File: config.mk
export PLATFORM = sky130hd
export DESIGN_NAME = data_gen_two64
export DESIGN_NICKNAME = d
export VERILOG_FILES = /design/src/rtl/data_gen_two64.sv
export SDC_FILE = /design/constraint.sdc
export NUM_CORES = 1
export LEC_CHECK = 0
export BUFFER_PORTS_ARGS = -buffer_cell sky130_fd_sc_hd__buf_2
export CAP_MARGIN = 20
export CORE_ASPECT_RATIO = 1.5
export CORE_MARGIN = 2
export CORE_UTILIZATION = 51
export DETAILED_ROUTE_END_ITERATION = 10
export HOLD_SLACK_MARGIN = 0.15
export PLACE_DENSITY = 0.79
export SKIP_LAST_GASP = 1
export SYNTH_ARGS = -nofsm -noshare
export SYNTH_HDL_FRONTEND = slang
export SYNTH_SLANG_ARGS = --single-unit
export TNS_END_PERCENT = 5
File: constraint.sdc
create_clock -name clk_usr -period 7 [get_ports clk_usr]
set_input_delay 0.7 -clock clk_usr [delete_from_list [all_inputs] [get_ports clk_usr]]
set_output_delay 0.7 -clock clk_usr [all_outputs]
set_load 0.02 [all_outputs]
File: src/rtl/data_gen_two64.sv
// Two-lane 128-bit test-pattern source with burst/gap framing, ready/valid
// back-pressure and single-beat error injection. Both 64-bit lanes advance by
// DATA_INTERVAL on every accepted beat, starting from 0 after reset.
module data_gen_two64 #(
    parameter logic [31:0] DATA_INTERVAL = 32'h2
) (
    input  logic          clk_usr,
    input  logic          rst,
    input  logic          enable,
    input  logic [15:0]   burst_len,
    input  logic [15:0]   gap_len,
    input  logic          inject_err,
    input  logic          usr_tx_ready,
    output logic [127:0]  usr_tx,
    output logic          usr_tx_valid,
    output logic          busy,
    output logic [31:0]   word_cnt
);

    typedef enum logic [1:0] {StIdle, StBurst, StGap} state_e;

    localparam logic [63:0] Step = {32'd0, DATA_INTERVAL};

    state_e      state_q, state_d;
    logic [63:0] lane0_q, lane0_d;
    logic [63:0] lane1_q, lane1_d;
    logic        inj_q, inj_d;
    logic [15:0] blen_q, blen_d;
    logic [15:0] glen_q, glen_d;
    logic [15:0] rem_q, rem_d;
    logic [15:0] gcnt_q, gcnt_d;
    logic [31:0] cnt_d;
    logic        accept;

    assign accept = usr_tx_valid && usr_tx_ready;

    // Burst/gap sequencing; lengths are only sampled on entry to a burst.
    always_comb begin
        state_d = state_q;
        blen_d  = blen_q;
        glen_d  = glen_q;
        rem_d   = rem_q;
        gcnt_d  = gcnt_q;
        case (state_q)
            StIdle: begin
                if (enable) begin
                    blen_d  = burst_len;
                    glen_d  = gap_len;
                    rem_d   = burst_len;
                    state_d = StBurst;
                end
            end
            StBurst: begin
                if (accept) begin
                    if (blen_q == 16'd0) begin
                        // Continuous stream: only a dropped enable ends it.
                        if (!enable) state_d = StIdle;
                    end else if (rem_q == 16'd1) begin
                        if (glen_q != 16'd0) begin
                            gcnt_d  = glen_q;
                            state_d = StGap;
                        end else if (enable) begin
                            // Back-to-back burst, valid stays high.
                            blen_d = burst_len;
                            glen_d = gap_len;
                            rem_d  = burst_len;
                        end else begin
                            state_d = StIdle;
                        end
                    end else begin
                        rem_d = rem_q - 16'd1;
                    end
                end
            end
            StGap: begin
                if (gcnt_q == 16'd1) begin
                    if (enable) begin
                        blen_d  = burst_len;
                        glen_d  = gap_len;
                        rem_d   = burst_len;
                        state_d = StBurst;
                    end else begin
                        state_d = StIdle;
                    end
                end else begin
                    gcnt_d = gcnt_q - 16'd1;
                end
            end
            default: state_d = StIdle;
        endcase
    end

    // Lane/word counters advance on acceptance; pending-error flag bookkeeping.
    always_comb begin
        lane0_d = lane0_q;
        lane1_d = lane1_q;
        cnt_d   = word_cnt;
        inj_d   = inj_q || inject_err;
        if (accept) begin
            lane0_d = lane0_q + Step;
            lane1_d = lane1_q + Step;
            cnt_d   = word_cnt + 32'd1;
            // The beat leaving now consumed any pending flag; a pulse in the
            // same cycle arms the next beat only if nothing was pending.
            inj_d   = inject_err && !inj_q;
        end
    end

    // State and registered outputs; usr_tx reflects the post-edge lanes/flag.
    always_ff @(posedge clk_usr or posedge rst) begin
        if (rst) begin
            state_q      <= StIdle;
            lane0_q      <= 64'd0;
            lane1_q      <= 64'd0;
            inj_q        <= 1'b0;
            blen_q       <= 16'd0;
            glen_q       <= 16'd0;
            rem_q        <= 16'd0;
            gcnt_q       <= 16'd0;
            word_cnt     <= 32'd0;
            usr_tx       <= 128'd0;
            usr_tx_valid <= 1'b0;
            busy         <= 1'b0;
        end else begin
            state_q      <= state_d;
            lane0_q      <= lane0_d;
            lane1_q      <= lane1_d;
            inj_q        <= inj_d;
            blen_q       <= blen_d;
            glen_q       <= glen_d;
            rem_q        <= rem_d;
            gcnt_q       <= gcnt_d;
            word_cnt     <= cnt_d;
            usr_tx       <= {lane1_d, lane0_d[63:1], lane0_d[0] ^ inj_d};
            usr_tx_valid <= (state_d == StBurst);
            busy         <= (state_d != StIdle);
        end
    end

endmodule
; After elaboration in Yosys (flattened, before gate mapping)
; Index checks and enable logic that the tools add are counted.
[word_totals]
word_cells = 83
out_inout_bits = 162
inputBits = 37
reg_bits = 357
[op_classes]
n_mux = 39
bitwise = 1
n_addsub = 5
n_eq_ne = 13
reduce_logical = 13
[op_table]
columns = operator, count
row1 = 16-bit two-way mux, 23
row2 = 16-bit case mux with 3 select lines, 3
row3 = "64-bit by 2-bit adder with 64-bit output, second input constant", 2
row4 = 64-bit two-way mux, 2
row5 = "32-bit by 1-bit adder with 32-bit output, second input constant", 1
row6 = "16-bit by 1-bit equality test with 1-bit output, second input constant", 2
row7 = 16-bit case mux with 2 select lines, 1
row8 = "16-bit by 1-bit subtractor with 16-bit output, second input constant", 2
row9 = 16-bit zero test, 1
row10 = 16-bit nonzero test, 1
row11 = 2-bit two-way mux, 7
row12 = "2-bit != test, second input constant", 7
row13 = 6-bit AND reduction, 2
row14 = 2-bit case mux with 3 select lines, 1
row15 = 5-bit AND reduction, 1
row16 = "2-bit by 1-bit equality test with 1-bit output, second input constant", 2
row17 = 2-bit nonzero test, 2
row18 = "3-bit != test, second input constant", 1
row19 = 3-bit nonzero test, 1
row20 = "2-bit equality test, second input constant", 1
row21 = 1-bit logical AND, 2
row22 = 2-bit zero test, 1
row23 = 1-bit two-way mux, 2
row24 = 1-bit zero test, 1
row25 = other kinds (2), 2

; Logic depth before layout (Yosys ltp)
[depth]
depth_word = 7
ltp_mapped = 8
mapped_depth_nobuf = 7

; Least setup slack after synthesis
; OpenSTA, ideal clock, no wires.
[synth_path]
path_kind = flip-flop to flip-flop
start = register gcnt_q[1]
end = register glen_q[10]
slack_ns = 4.520
stages_incl_launch_ff = 9
arrival_ns = 2.356
period_less_slack_ns = 2.480
setup_ns = 0.125
cell_sequence = dfrtp_1 inv_1 ha_1 or4b_2 nor4_1 o21ai_1 nor2_4 buf_6 mux2_2
[synth_between]
elab_chain_cells = 3
[synth_lines]
columns = item, line
row1 = "start, declared", 31  ; logic [15:0] gcnt_q, gcnt_d;
row2 = "start signal, assigned", 132  ; gcnt_q <= gcnt_d;
row3 = 16-bit by 1-bit equality test with 1-bit output, 76  ; if (gcnt_q == 16'd1) begin
row4 = 2-bit != test (no source line), --
row5 = 6-bit AND reduction (no source line), --
row6 = "end signal, assigned", 130  ; glen_q <= glen_d;
row7 = "end, declared", 29  ; logic [15:0] glen_q, glen_d;
; No other way between the ends.
; A chain may end at the register's enable or synchronous reset.

; Worst setup path in the final report
[layout_path]
start = register gcnt_q[1]
end = register glen_q[12]
; Same word-level chain as after synthesis.

==> run_summary.xml <==
<?xml version="1.0" encoding="UTF-8"?>
<metrics>
  <group name="yosys">
    <metric name="synthesis.nets" unit="">1076</metric>
    <metric name="synth-edff-count" unit="">0</metric>
    <metric name="post_synthesis_cell_type_count" unit="">70</metric>
    <metric name="synthesis.area" unit="sq um">10900</metric>
    <metric name="synth_flop_cell" unit="">sky130_fd_sc_hd__dfrtp_1</metric>
    <metric name="async_flop_share" unit="%">100</metric>
    <metric name="ys.warnings.count" unit="">0</metric>
    <metric name="synth_common_cells" unit="">sky130_fd_sc_hd__dfrtp_1 (227), sky130_fd_sc_hd__nand2_1 (88), sky130_fd_sc_hd__xnor2_1 (87)</metric>
    <metric name="synth_sequential_area_ratio" unit="%">52.0</metric>
    <metric name="synth_top_cell_area_share" unit="%">52.0</metric>
    <metric name="syn_inst" unit="">1032</metric>
    <metric name="ys_seq_elements" unit="">227</metric>
    <metric name="synth_most_common_cell" unit="">sky130_fd_sc_hd__dfrtp_1</metric>
    <metric name="synth_area_leader_cell" unit="">sky130_fd_sc_hd__dfrtp_1</metric>
    <metric name="ys_top_cells_by_area" unit="">sky130_fd_sc_hd__dfrtp_1 (52%), sky130_fd_sc_hd__xnor2_1 (7.0%), sky130_fd_sc_hd__xor2_1 (5.5%)</metric>
    <metric name="synth.avg_cell_area" unit="sq um">10.6</metric>
  </group>
  <group name="floorplan">
    <metric name="starting_density" unit="%">51.9</metric>
    <metric name="io_pins" unit="">199</metric>
    <metric name="die_h" unit="um">183</metric>
    <metric name="std_cell_rows" unit="">65</metric>
    <metric name="die_x" unit="um">124</metric>
    <metric name="design.die.area" unit="sq um">22600</metric>
    <metric name="core_area" unit="sq um">21100</metric>
  </group>
  <group name="clock_tree">
    <metric name="clock_latency" unit="ns">0.51</metric>
    <metric name="clk_transition_reported_paths" unit="ns">0.06</metric>
    <metric name="max-clock-path-buffers" unit="">3</metric>
    <metric name="cts_root_buffer" unit="">sky130_fd_sc_hd__clkbuf_16</metric>
    <metric name="ctsResizeCount" unit="">0</metric>
    <metric name="h_tree_levels" unit="">1</metric>
    <metric name="cts_setup_buffers" unit="">0</metric>
    <metric name="cts_tree" unit="">built</metric>
    <metric name="postCtsHoldBufs" unit="">0</metric>
    <metric name="number_of_buffers_inserted_during_clock_tree_synthesis" unit="">23</metric>
    <metric name="cts_num_sinks" unit="">227</metric>
  </group>
  <group name="detailed_routing">
    <metric name="detail_route.first_pass.iterations" unit="">7</metric>
    <metric name="drt-initial-drc-count" unit="">588</metric>
    <metric name="vias_per_cell" unit="">5.79</metric>
    <metric name="wirelength" unit="um">27000</metric>
    <metric name="antenna_violating_nets_post_route" unit="">0</metric>
    <metric name="wl_per_cell" unit="um">17.9</metric>
    <metric name="detail_route.drc_violations" unit="">0</metric>
    <metric name="vias_post_dr" unit="">8736</metric>
  </group>
  <group name="worst_setup_path">
    <metric name="criticalPathCategory" unit="">register to register</metric>
    <metric name="worst-endpoint-arrival" unit="ns">3.55</metric>
    <metric name="critical_path_required" unit="ns">7.39</metric>
    <metric name="cells_on_worst_reg2reg_path" unit="">7</metric>
    <metric name="critical_path.endpoint_type" unit="">register</metric>
    <metric name="critical_path.cell_chain" unit="">inv_1 -&gt; ha_1 -&gt; or4b_2 -&gt; nor4_1 -&gt; o21ai_1 -&gt; nor2_4 -&gt; mux2_2</metric>
    <metric name="worst-path-max-fanout" unit="">33</metric>
    <metric name="timing.critical_path.from_type" unit="">register</metric>
    <metric name="timing.critical_path.slowest_stage_cell" unit="">sky130_fd_sc_hd__nor2_4</metric>
    <metric name="slowest_delay" unit="ns">0.77</metric>
  </group>
  <group name="outcome">
    <metric name="run_status" unit="">finished, final reports clean</metric>
  </group>
  <group name="grt">
    <metric name="global_route_wire_length_before_repair" unit="um">44000</metric>
    <metric name="antenna_found_initial" unit="">0</metric>
    <metric name="global_route.usage.total" unit="%">24.1</metric>
    <metric name="maximum_number_of_pins_on_one_net_before_global_route_repair" unit="">92</metric>
    <metric name="vias_in_the_first_global_route" unit="">8768</metric>
    <metric name="globalRoute.totalOverflow" unit="">0</metric>
  </group>
  <group name="power">
    <metric name="net-switching-power" unit="mW">1.08</metric>
    <metric name="comb_power_share" unit="%">18.3</metric>
    <metric name="p_sw_share" unit="%">30.0</metric>
    <metric name="seq_power_share" unit="%">47.8</metric>
    <metric name="power_per_cell_area" unit="nW/um^2">280</metric>
    <metric name="cell_internal_pwr" unit="mW">2.52</metric>
    <metric name="power_frac_clock" unit="%">33.9</metric>
    <metric name="power.ir.vdd_worst" unit="mV">0.203</metric>
    <metric name="design_power_total" unit="mW">3.61</metric>
    <metric name="power.static_leakage" unit="nW">6.23</metric>
  </group>
  <group name="worst_hold_path">
    <metric name="min-delay-path-class" unit="">primary input to async pin</metric>
  </group>
  <group name="placement">
    <metric name="place_hpwl" unit="um">19100</metric>
    <metric name="place_congestion" unit="">0.855</metric>
    <metric name="io_buffer_count" unit="">197</metric>
    <metric name="detailed_place.area" unit="sq um">12100</metric>
  </group>
  <group name="finish">
    <metric name="final_design_area_no_fill" unit="sq um">12900</metric>
    <metric name="post-route-util" unit="%">61.1</metric>
    <metric name="number_of_nets_in_the_finished_design" unit="">1270</metric>
    <metric name="synthToLayoutAreaGrowth" unit="%">17.8</metric>
    <metric name="layout-drive-gt1-share" unit="%">23.3</metric>
    <metric name="antennaDiodeCount" unit="">0</metric>
  </group>
  <group name="timing">
    <metric name="worst_slew_pin_slew" unit="ns">0.972</metric>
    <metric name="hold_viol_final" unit="">0</metric>
    <metric name="final-setup-viol-count" unit="">0</metric>
    <metric name="fin_crit_sh" unit="%">45.2</metric>
    <metric name="rsz0062_at_grt" unit="">no</metric>
    <metric name="tns" unit="ns">0</metric>
    <metric name="slew_headroom" unit="%">35.1</metric>
    <metric name="final.hold.worst_slack" unit="ns">0.264</metric>
    <metric name="fmaxAchievable" unit="MHz">316</metric>
    <metric name="final.setup_skew" unit="ns">0.0131</metric>
    <metric name="timing.final.max_slew_violations" unit="">0</metric>
    <metric name="timing.final.crit_period" unit="ns">3.17</metric>
  </group>
  <group name="job">
    <metric name="max_cap_violations" unit="">0</metric>
  </group>
</metrics>
==> logic make-up (layout without fill, tap and decap cells) <==
logic type / after synthesis / count (layout) / share of synthesized area, %
and+or+nand+nor: 436 / 436 / 21.4
xor gates and xnor gates: 155 / 155 / 12.4
AOI/OAI and AO/OA: 110 / 110 / 7.39
adders and majority gates: 7 / 7 / 0.802
muxes: 33 / 33 / 3.38
DFF: 227 / 227 / 52.0
buffers and inverters: 63 / 273 / 2.59
other: 1 / 1 / 0.0343
==> state kept, by name (all words and copies together) (netlist names) <==
signal and flops:
state_q 2, glen_q 16, lane0_q 62, usr_tx 3, blen_q 16, rem_q 16, usr_tx_valid 1, gcnt_q 16
word_cnt 32, busy 1, lane1_q 62
==> power by group through the flow <==
stage          Sequential, mW  Clock (mW)  Combinational (mW)
6_report                 1.72        1.22               0.659
5_1_grt                  1.75        1.31               0.729
4_1_cts                  1.72        1.25               0.661
3_5_place_dp             1.74           0               0.655
3_3_place_gp             1.73           0               0.639
2_1_floorplan            1.74           0               0.440
==> area by class of cell <==
cell class / count / area (sq um)
clock buffers: 36 / 664
clock inverters: 5 / 78.8
fillers: 1768 / 8200
inverters: 29 / 116
multi-input cells: 742 / 4960
flip-flops and latches: 227 / 5680
well taps: 268 / 335
repair buffers: 203 / 1030
==> worst max-delay path, delay by kind of cell, from the launching register on <==
kind / cells / cell delay (ns)
and+or+nand+nor: 3 / 1.66
muxes: 1 / 0.41
DFF: 1 / 0.40
AOI/OAI and AO/OA: 1 / 0.25
adders and majority gates: 1 / 0.18
buffers and inverters: 1 / 0.11
==> per-layer routing <==
metal	global-route usage, %	share of wire (%)
met2	41.6	52
met5	0	0
met1	28.7	37
met4	11.5	4.5
met3	4.04	5.6
==> path summary, 6_finish.rpt <==
kind | to | from | slack [ns]
min in group clk_usr | glen_q[8]$_DFFE_PP0P_ | gap_len[8] | 0.41
min | glen_q[13]$_DFFE_PP0P_ | rst | 0.26
max reg2reg | glen_q[12]$_DFFE_PP0P_ | gcnt_q[1]$_DFFE_PP0P_ | 3.83
min reg2reg | word_cnt[31]$_DFFE_PP0P_ | word_cnt[31]$_DFFE_PP0P_ | 0.48
max | glen_q[12]$_DFFE_PP0P_ | gcnt_q[1]$_DFFE_PP0P_ | 3.83
max in group asynchronous | word_cnt[3]$_DFFE_PP0P_ | rst | 5.37
==> placed cells by master, fill, tap and decap left out, drive strengths merged, types with 8 or more instances in the layout <==
master	synthesis	layout
a21oi	17	17
and2	8	8
and3	18	18
and4	22	22
buf	13	203
clkbuf	21	36
dfrtp	227	227
inv	29	30
mux2	31	31
nand2	88	88
nand2b	8	8
nand3	72	72
nand4	41	41
nor2	66	66
nor3	51	51
nor4	30	30
o21ai	27	27
o22ai	8	8
o2bb2ai	16	16
or3	8	8
xnor2	87	87
xor2	68	68
==> through the flow <==
stage,cells,setup slack (ns)
2_1_floorplan,1032,0.0805
3_3_place_gp,1468,3.95
3_5_place_dp,1468,3.84
4_1_cts,1509,3.82
5_1_grt,1510,3.65
6_report,1510,3.83
No activity file was read; power rests on OpenSTA's default activity.
